===== src/rtl/fabm_pkg.sv =====
// fabm_pkg: shared definitions for the FABM partial-product accumulator.
//   TRUNC_LSB / PROD_W / OUT_W / NUM_PP : product geometry
//   state_t     : accumulator control states
//   booth_t     : radix-4 Booth digit in {-2..2}
//   booth_digit : window {b[2k+1], b[2k], b[2k-1]} -> digit
package fabm_pkg;

  localparam int TRUNC_LSB = 14;
  localparam int PROD_W    = 64;
  localparam int OUT_W     = PROD_W - TRUNC_LSB;
  localparam int NUM_PP    = 16;

  typedef enum logic [1:0] {IDLE, ACCUM, HOLD} state_t;

  typedef logic signed [2:0] booth_t;

  function automatic booth_t booth_digit(input logic [2:0] win);
    booth_t d;
    case (win)
      3'b001, 3'b010: d = 3'sd1;
      3'b011:         d = 3'sd2;
      3'b100:         d = -3'sd2;
      3'b101, 3'b110: d = -3'sd1;
      default:        d = 3'sd0;
    endcase
    return d;
  endfunction

endpackage


===== src/rtl/fabm_booth_row.sv =====
// fabm_booth_row: one radix-4 Booth partial-product row (combinational).
// Ports:
//   a   in  32  signed multiplicand
//   win in  3   Booth window {b[2k+1], b[2k], b[2k-1]}
//   k   in  4   row index; the row is weighted by 4^k
//   row out 64  (digit * a) << 2k as a full two's-complement value
module fabm_booth_row (
  input  logic signed [31:0] a,
  input  logic        [2:0]  win,
  input  logic        [3:0]  k,
  output logic signed [63:0] row
);
  import fabm_pkg::*;

  booth_t             d;
  logic signed [63:0] ax;
  logic signed [63:0] mag;

  assign d  = booth_digit(win);
  assign ax = {{32{a[31]}}, a};

  // Negation is completed here, so no separate "+1" hot bit is needed
  // downstream in the CSA tree.
  always_comb begin
    mag = '0;
    case (d)
      3'sd1:   mag = ax;
      3'sd2:   mag = ax <<< 1;
      -3'sd1:  mag = -ax;
      -3'sd2:  mag = -(ax <<< 1);
      default: mag = '0;
    endcase
  end

  assign row = mag <<< {k, 1'b0};

endmodule


===== src/rtl/fabm_pg_accum.sv =====
// fabm_pg_accum: sequential Booth partial-product accumulator feeding the
// FABM 32x32 final carry-chain adder. Rows are summed in carry-save form
// (S, C), PP_PER_CYCLE rows per clock; bits [63:14] leave as prop/gen/cin.
// Ports:
//   clk, rst            clock, synchronous active-high reset
//   in_valid/in_ready   operand handshake (a, b signed 32-bit)
//   out_valid/out_ready result handshake
//   prop  [49:0]        S[63:14] ^ C[63:14]
//   gen   [49:0]        S[63:14]
//   cin                 carry into bit 14
// Optional build macro FABM_EXACT_CIN_EN: cin is the true carry-out of
// S[13:0]+C[13:0] instead of the S[13]|C[13] approximation.
module fabm_pg_accum #(
  parameter int PP_PER_CYCLE = 2,
  parameter int TRUNC_LSB    = 14
) (
  input  logic                       clk,
  input  logic                       rst,
  input  logic                       in_valid,
  output logic                       in_ready,
  input  logic signed [31:0]         a,
  input  logic signed [31:0]         b,
  output logic                       out_valid,
  input  logic                       out_ready,
  output logic [fabm_pkg::OUT_W-1:0] prop,
  output logic [fabm_pkg::OUT_W-1:0] gen,
  output logic                       cin
);
  import fabm_pkg::*;

  if (!(PP_PER_CYCLE == 1 || PP_PER_CYCLE == 2 || PP_PER_CYCLE == 4)) begin : g_bad_pp
    $error("fabm_pg_accum: PP_PER_CYCLE must be 1, 2 or 4");
  end
  if (TRUNC_LSB != fabm_pkg::TRUNC_LSB) begin : g_bad_trunc
    $error("fabm_pg_accum: TRUNC_LSB is fixed at 14");
  end

  localparam int         STEPS = NUM_PP / PP_PER_CYCLE;
  localparam logic [3:0] LAST  = 4'(STEPS - 1);

  state_t                    state_q, state_d;
  logic        [3:0]         cnt_q;
  logic signed [31:0]        a_q, b_q;
  logic        [PROD_W-1:0]  s_q, c_q, s_d, c_d;
  logic        [32:0]        bext;
  logic signed [PROD_W-1:0]  row [PP_PER_CYCLE];

  // b[-1] = 0 sits below bit 0 of the window source.
  assign bext = {b_q, 1'b0};

  for (genvar j = 0; j < PP_PER_CYCLE; j++) begin : g_row
    logic [3:0] k;
    logic [5:0] bpos;
    logic [2:0] win;
    assign k    = 4'(int'(cnt_q) * PP_PER_CYCLE + j);
    assign bpos = {1'b0, k, 1'b0};
    assign win  = {bext[bpos + 6'd2], bext[bpos + 6'd1], bext[bpos]};
    fabm_booth_row u_row (
      .a   (a_q),
      .win (win),
      .k   (k),
      .row (row[j])
    );
  end

  // Chain of 3:2 compressors; each row folds into (S, C) modulo 2^64.
  always_comb begin
    logic [PROD_W-1:0] sum_v;
    s_d = s_q;
    c_d = c_q;
    for (int j = 0; j < PP_PER_CYCLE; j++) begin
      sum_v = s_d ^ c_d ^ row[j];
      c_d   = ((s_d & c_d) | (s_d & row[j]) | (c_d & row[j])) << 1;
      s_d   = sum_v;
    end
  end

  always_comb begin
    state_d = state_q;
    case (state_q)
      IDLE:    if (in_valid)      state_d = ACCUM;
      ACCUM:   if (cnt_q == LAST) state_d = HOLD;
      HOLD:    if (out_ready)     state_d = IDLE;
      default:                    state_d = IDLE;
    endcase
  end

  // ---- accumulate stage: state, operand latch, (S, C) registers ----
  always_ff @(posedge clk) begin
    if (rst) begin
      state_q <= IDLE;
      cnt_q   <= '0;
      s_q     <= '0;
      c_q     <= '0;
    end else begin
      state_q <= state_d;
      case (state_q)
        IDLE: if (in_valid) begin
          a_q   <= a;
          b_q   <= b;
          s_q   <= '0;
          c_q   <= '0;
          cnt_q <= '0;
        end
        ACCUM: begin
          s_q   <= s_d;
          c_q   <= c_d;
          cnt_q <= cnt_q + 4'd1;
        end
        default: ;
      endcase
    end
  end

  // ---- output stage: combinational from the held (S, C) ----
  logic cin_raw;
`ifdef FABM_EXACT_CIN_EN
  logic [TRUNC_LSB:0] lo_sum;
  assign lo_sum  = {1'b0, s_q[TRUNC_LSB-1:0]} + {1'b0, c_q[TRUNC_LSB-1:0]};
  assign cin_raw = lo_sum[TRUNC_LSB];
`else
  // Approximate compensation for the discarded low columns.
  assign cin_raw = s_q[TRUNC_LSB-1] | c_q[TRUNC_LSB-1];
`endif

  assign in_ready  = (state_q == IDLE);
  assign out_valid = (state_q == HOLD);
  assign prop = out_valid ? (s_q[PROD_W-1:TRUNC_LSB] ^ c_q[PROD_W-1:TRUNC_LSB]) : '0;
  assign gen  = out_valid ? s_q[PROD_W-1:TRUNC_LSB] : '0;
  assign cin  = out_valid & cin_raw;

endmodule


===== config.mk =====
export PLATFORM = sky130hd
export DESIGN_NAME = fabm_pg_accum
export DESIGN_NICKNAME = d
export VERILOG_FILES = /design/src/rtl/fabm_pkg.sv /design/src/rtl/fabm_booth_row.sv /design/src/rtl/fabm_pg_accum.sv
export SDC_FILE = /design/constraint.sdc
export NUM_CORES = 1
export LEC_CHECK = 0
export ABC_AREA = 1
export CAP_MARGIN = 40
export CORE_MARGIN = 2
export CORE_UTILIZATION = 60
export DETAILED_ROUTE_END_ITERATION = 16
export PLACE_DENSITY_LB_ADDON = 0.1
export SLEW_MARGIN = 20
export SYNTH_ARGS = -nofsm -noshare
export SYNTH_HDL_FRONTEND = slang
export SYNTH_HIERARCHICAL = 1
export SYNTH_SLANG_ARGS = --single-unit

===== constraint.sdc =====
create_clock -name clk -period 9.7 [get_ports clk]
set_input_delay 1.94 -clock clk [delete_from_list [all_inputs] [get_ports clk]]
set_output_delay 1.94 -clock clk [all_outputs]
set_load 0.02 [all_outputs]

; ---- After elaboration in Yosys (flattened, before gate mapping)
; Index checks and enable logic that the tools add are counted.
[op_classes]
shift = 2
bitwise_logic = 18
add_sub_neg = 8
magnitude_cmp = 6
eq_ne = 26
n_mux = 27
n_reduce_logical = 9
[ops]
columns = op, count
row1 = 64-bit case mux with 4 select lines, 2
row2 = 63-bit AND, 6
row3 = 64-bit case mux with 2 select lines, 2
row4 = 64-bit XOR, 4
row5 = 63-bit bitwise OR, 4
row6 = 64-bit by 5-bit <<< shifter with 64-bit output, 2
row7 = 50-bit 2-to-1 mux, 2
row8 = 64-bit 2-to-1 mux, 1
row9 = 32-bit negator with 64-bit output, 1
row10 = 33-bit negator with 64-bit output, 1
row11 = 50-bit XOR, 1
row12 = 3-bit == test (second input constant), 10
row13 = 6-bit by 7-bit < comparator with 1-bit output (second input constant), 4
row14 = 1-bit binary-select mux with 6-bit select, 4
row15 = 3-bit case mux with 4 select lines, 2
row16 = 3-bit by 2-bit == test with 1-bit output (second input constant), 6
row17 = 5-bit by 7-bit < comparator with 1-bit output (second input constant), 2
row18 = 5-bit by 1-bit adder with 6-bit output (second input constant), 2
row19 = 5-bit by 2-bit adder with 6-bit output (second input constant), 2
row20 = 3-bit by 1-bit == test with 1-bit output (second input constant), 4
row21 = 4-bit by 1-bit adder with 4-bit output (second input constant), 2
row22 = 4-bit case mux with 2 select lines, 1
row23 = 2-bit OR reduction, 4
row24 = 1-bit 2-to-1 mux, 6
row25 = 17 further kinds, 21
[totals]
inputBits = 68
reg_bits = 198
output_inout_bits = 103
wordCells = 102

; ---- Longest topological paths before layout
; Gate-level depths: netlist of run 1.
[logic_depth]
depth_word = 16
mapped_depth = 30
ltp_nobuf = 29

; ---- Modules after synthesis
; The synthesis of run 1 kept the hierarchy.
[by_module_without_submodules]
columns = mod, n_inst, cells_per_inst, area_per_inst_um2, seq_area_each_um2
row1 = fabm_pg_accum, 1, 1250, 11563.6, 4584.4
row2 = fabm_booth_row, 2, 830, 3927.5, 0.0

; ---- Worst setup path before layout of run 1
; OpenSTA, ideal clock, no wires.
[synth_timing]
path_type = input -> register
startpoint = in rst
endpoint = reg a_q[0] (enable)
cell_stages = 3
n_path_buf = 2
t_arrival_ns = 4.971
setup_ns = 0.486
slack_ns = 4.243
t_required_ns = 9.214
cell_sequence = buf_2 clkbuf_1 nor2_1
[synth_between]
elab_chain_len = 2
[synth_rtl]
columns = item, line
row1 = "start, declared", fabm_pg_accum.sv:18  ; input logic rst,
row2 = 1-bit inverter (no source line), -
row3 = 3-bit AND reduction (no source line), -
row4 = "end signal, assigned", fabm_pg_accum.sv:99  ; a_q <= a;
row5 = "end, declared", fabm_pg_accum.sv:43  ; logic signed [31:0] a_q, b_q;
; No other way between the ends.
; A chain may end at the register's enable or synchronous reset.

==> out/metrics.cfg, run 1 <==
[floorplanning]
die-area_um2=33800
die_h_um=184
io_pins=171
num_rows=65
start_util_pct=61.2
die_w_um=184
coreArea_um2=31700

[pwr]
ir_drop_uv=159
p_per_area_nw_per_um2=153
total_power_uw=3340
leakagePower_uw=0.00902

[clocking]
cts.sinks=197
cts_buffers=17
clock_latency_ns=0.48
cts_tree=built
cts_buffer_depth=2
root_buffer=clkbuf_16
htreeDepth=4
post-cts-setup-buffers=0
cts.reportedPaths.clkPinSlew_ns=0.09
ctsResizeCount=0
hold_buffers=0

[yosys]
synth_warnings=6
synthTopCellsByArea=dfxtp_1, nand2_1, fa_1, nand3_1, edfxtp_1
ys_seq_area_share_pct=23.6
synthCells=2910
ys_seq_elements=197
synth_area_um2=19400
synth_area_leader_cell=dfxtp_1
synthDistinctLibCells=43
avgSynthCellArea_um2=6.67
synth.top_cell.area_share_pct=13.7

[global_routing]
antenna_found_initial=0
grt_pass1_wl_mm=113
grt_pass1_vias=20385
grt_overflow=0
grt_usage_pct=43.5
grt_max_degree=103

[worst_setup_path]
cp_max_fo=29
setup.worst_path.end_class=flop
cp-start-kind=flop
cp.arrival_ns=5.38
worstSetupPathType=flop to flop
required_ns=10.10

[layout]
nets=3218
final_common_cell=nand2_1
syn_to_final_growth_pct=12.3
fillCellCount=2564
layout_common_cells=nand2_1, nand3_1, inv_1
diodes=0
fin_area_um2=21800
drive_gt1_share_pct=4.46

[placement]
io_buffer_count=170
gp_congestion=1.08
placed_cell_area_um2=21100
dpl.hpwl_mm=54.4
post-place-ws_ns=4.37

[sta]
tightest_slew_ns=0.901
finalCritPeriodShare_pct=51.4
fin_tns_setup_ns=0
clock_skew_ns=0.0199
setup_viol=0
clock.fmax_ghz=0.201
hold_violations=0
relSlewSlack_pct=39.3
rsz0062_at_grt=false
drv_slew=0
fin_crit_ns=4.98
fin_ws_ns=4.72

[route]
drt_iter0_markers=3263
drt_pass1_iterations=8
wl_per_cell_um=21.7
drt_wl_total_mm=73.4
drc_errors=0
via_per_inst=6.30
postRouteAntennaNets=0
vias=21335

[run_status]
status=completed

[worst_hold_path]
hold_class=flop to flop

[run]
drv_cap=0

-- stage by stage --
stage	std cells	hold slack, ns	util (%)
6_report	3384	0.467	68.7
5_1_grt	3384	0.475	68.7
4_1_cts	3379	0.464	68.4
3_5_place_dp	3347	0.453	66.5
3_3_place_gp	3341	0.448	66.2
2_1_floorplan	2916	0.439	-
-- cells by family (layout without fill, tap and decap cells) --
kind of cell / Yosys count / after routing / share of synthesized area [%]
buffers and inverters: 538 / 604 / 11.2
AOI/OAI and AO/OA: 301 / 301 / 8.65
xor gates and xnor gates: 15 / 15 / 0.677
adders and majority gates: 181 / 181 / 16.5
other: 2 / 8 / 0.0387
and+or+nand+nor: 1676 / 1676 / 39.4
DFF: 197 / 197 / 23.6
-- cells in the mapped netlist, drive strengths merged --
master / number
a21oi: 142
a31oi: 2
and2: 1
buf: 79
clkbuf: 77
clkinv: 2
conb: 2
dfxtp: 133
edfxtp: 64
fa: 124
ha: 57
inv: 380
nand2: 712
nand3: 489
nand3b: 12
nand4: 101
nor2: 285
nor3: 9
o211ai: 27
o21ai: 57
o221ai: 2
o22ai: 71
or2: 67
xnor2: 1
xor2: 14
-- report_power, final --
part	internal [uW]	leakage [uW]	switching, uW	total [uW]
logic	530	0.00707	1030	1560
registers	933	0.00168	102	1030
clock network	366	0.000279	387	753
-- critical path, stage by stage, from the launching register on --
cell and delay [ns]:
dfxtp_2 0.57, inv_2 0.24, o21ai_0 0.26, o22ai_1 0.10
nand2_1 0.07, nand2_1 0.10, nor2_1 0.17, nand2_1 0.17
inv_2 0.47, nand2_1 0.22, nand3b_1 0.34, o211ai_1 0.17
nand3_1 0.17, nand2_1 0.08, nor2_1 0.32, inv_1 0.12
fa_1 0.53, fa_1 0.42, or2_1 0.23, a21oi_1 0.13
-- final timing paths --
check,startpoint,endpoint,slack [ns],cells after the start
worst max-delay path,cnt_q[0],s_q[15],4.72,19
worst min-delay path,c_q[3],c_q[3],0.47,2
worst max register to register,cnt_q[0],s_q[15],4.72,19
worst min register to register,c_q[3],c_q[3],0.47,2
-- area by class of cell --
type	instances	area [um^2]	share of cell area, %
timing repair buffer	190	1990	9.12
tap	402	503	2.31
sequential	197	4590	21.1
clock buffer	17	425	1.95
multi-input combinational	2181	12700	58.2
inverter	382	1440	6.58
clock inverter	15	164	0.752
-- routing by layer --
metal	share of wire (%)	GRT usage, %	vias to the layer above
met4	6.1	24.3	0
met1	37	53.4	9978
met3	12	9.90	307
met5	0	0	-
li1	-	-	9559
met2	45	70.8	1491
-- sequential cells by signal, indices dropped and copies added (netlist names) --
name	flops
b_q	32
c_q	63
cnt_q	4
s_q	64
a_q	32
state_q	2
Power figures use the tool's default switching activity.
==> run 2, diff against run 1 <==
--- a/config.mk
+++ b/config.mk
@@ -8,7 +8,7 @@
 export ABC_AREA = 1
 export CAP_MARGIN = 40
 export CORE_MARGIN = 2
-export CORE_UTILIZATION = 60
+export CORE_UTILIZATION = 54
 export DETAILED_ROUTE_END_ITERATION = 16
 export PLACE_DENSITY_LB_ADDON = 0.1
 export SLEW_MARGIN = 20
==> constraint.sdc (replaced) <==
create_clock -name clk -period 4.52 [get_ports clk]
set_input_delay 0.904 -clock clk [delete_from_list [all_inputs] [get_ports clk]]
set_output_delay 0.904 -clock clk [all_outputs]
set_load 0.02 [all_outputs]
==> out/metrics.cfg, run 2 (synthesis gave the netlist of run 1 again) <==
[run_status]
status=completed

[global_routing]
antenna_found_initial=0
grt_pass1_vias=20757
grt_usage_pct=41.1
grt_overflow=0
grt_max_degree=127
grt_pass1_wl_mm=119

[sta]
setup_viol=0
fin_crit_ns=4.40
clock.fmax_ghz=0.227
relSlewSlack_pct=44.2
rsz0062_at_grt=false
clock_skew_ns=0.0128
finalCritPeriodShare_pct=97.5
fin_tns_setup_ns=0
tightest_slew_ns=0.835
hold_violations=0
fin_ws_ns=0.115
drv_slew=0

[pwr]
p_per_area_nw_per_um2=327
power.internal_uw=4040
leakagePower_uw=0.00932
swShare_pct=44.7
combPwrFrac_pct=47.3
power.share.sequential_pct=29.9
clkPwrFrac_pct=22.8
total_power_uw=7310
p_switching_uw=3270
ir_drop_uv=301

[layout]
diodes=0
nets=3276
largest_register_ffs=64
final_common_cell=nand2_1
regMostFlops=s_q
fin_area_um2=22300
syn_to_final_growth_pct=15.0
instances_no_fill=3501
layout_common_cells=nand2_1, nand3_1, inv_1
fillCellCount=3031
drive_gt1_share_pct=6.55
top_regs=s_q x64, c_q x63

[placement]
dp_cells=3469
dpl.hpwl_mm=59.0
placed_cell_area_um2=21700
gp_congestion=1.10
io_buffer_count=170
post-place-ws_ns=0.174

[route]
via_per_inst=6.10
drt_iter0_markers=3113
postRouteAntennaNets=0
drt_pass1_iterations=6
drc_errors=0
wl_per_cell_um=22.1
drt_wl_total_mm=77.3
vias=21369

[floorplanning]
coreArea_um2=35500
num_rows=69
die_w_um=194
io_pins=171
die_h_um=194
die-area_um2=37500
start_util_pct=54.7

[clocking]
cts_buffer_depth=2
cts.reportedPaths.clkPinSlew_ns=0.08
cts.sinks=197
hold_buffers=0
cts_buffers=17
cts_tree=built
clock_latency_ns=0.48
root_buffer=clkbuf_16
ctsResizeCount=0
post-cts-setup-buffers=0
htreeDepth=4

[worst_setup_path]
worstReg2RegEnd=s_q[41]
r2r.worst_path.cells=24
cp_max_fo=16
critPathMostFrequentCell=nand2_1
setup.worst_path.end_class=flop
cp-start-kind=flop
cp_cell_sequence=inv_4 -> o21ai_0 -> o21ai_0 -> nor2_1 -> a31oi_1 -> nor2_2 -> nor2_2 -> nand2_2 -> inv_4 -> buf_12 -> nand3_1 -> nand3b_1 -> nand2_1 -> nand2_1 -> nand2_1 -> nand2_1 -> nand2_1 -> nand3_1 -> nand2_1 -> inv_1 -> fa_1 -> fa_1 -> nand2_1 -> a21oi_1
worstSetupPathType=flop to flop
cp.arrival_ns=4.80
cp-startpoint=cnt_q[0]
required_ns=4.92
slowest_stage=fa_1
ff2ff_setup_slack_ns=0.12
critPathCapture=s_q[41]
critPathMaxStageDelay_ns=0.54
timing.rr.start=cnt_q[0]

[worst_hold_path]
hold_class=flop to flop

[run]
drv_cap=0

run 2: how the worst min path moves through the flow:
stage                       start       to  cells after the start
after floorplan            s_q[2]   s_q[2]                      2
after global routing      s_q[11]  s_q[11]                      2
final                      s_q[7]   s_q[7]                      2
after CTS                  c_q[7]   c_q[7]                      2
after detailed placement   c_q[7]   c_q[7]                      2
after global placement     s_q[3]   s_q[3]                      2
run 2: stage by stage:
step / hold WS [ns] / util (%)
floorplan: 0.439 / -
global placement: 0.448 / 61.0
detailed placement: 0.455 / 61.1
CTS: 0.466 / 62.8
global route: 0.490 / 62.9
finish: 0.466 / 62.9
run 2: layout make-up:
cell class / count / area (um^2) / share of cell area, %
flip-flops and latches: 197 / 4600 / 20.6
clock inverters: 14 / 186 / 0.835
clock buffers: 18 / 429 / 1.92
multi-input cells: 2181 / 12700 / 57.0
inverters: 382 / 1440 / 6.46
repair buffers: 248 / 2380 / 10.7
well taps: 461 / 577 / 2.58
run 2: critical path, delay by kind of cell (launching register included):
kind                     cells  cell delay (ns)
flip-flops                   1             0.39
buffers and inverters        4             0.63
adder cells (fa/ha/maj)      2             0.99
AND/OR/NAND/NOR             14             1.59
AO/OA/AOI/OAI                4             0.74
run 2: power by group through the flow:
stage	clock, uW	combinational (uW)	sequential, uW
finish	1670	3460	2180
detailed placement	0	3280	2210
global placement	0	3130	2200
CTS	1680	3330	2180
floorplan	0	2260	2170
global route	1740	3850	2200
run 2: routing by layer:
layer / vias to the layer above / part of all wire, % / global-route usage, %
met5: - / 0 / 0
met4: 0 / 5.6 / 20.6
met3: 286 / 10 / 8.84
met2: 1377 / 46 / 67.2
met1: 10036 / 38 / 51.5
li1: 9670 / - / -
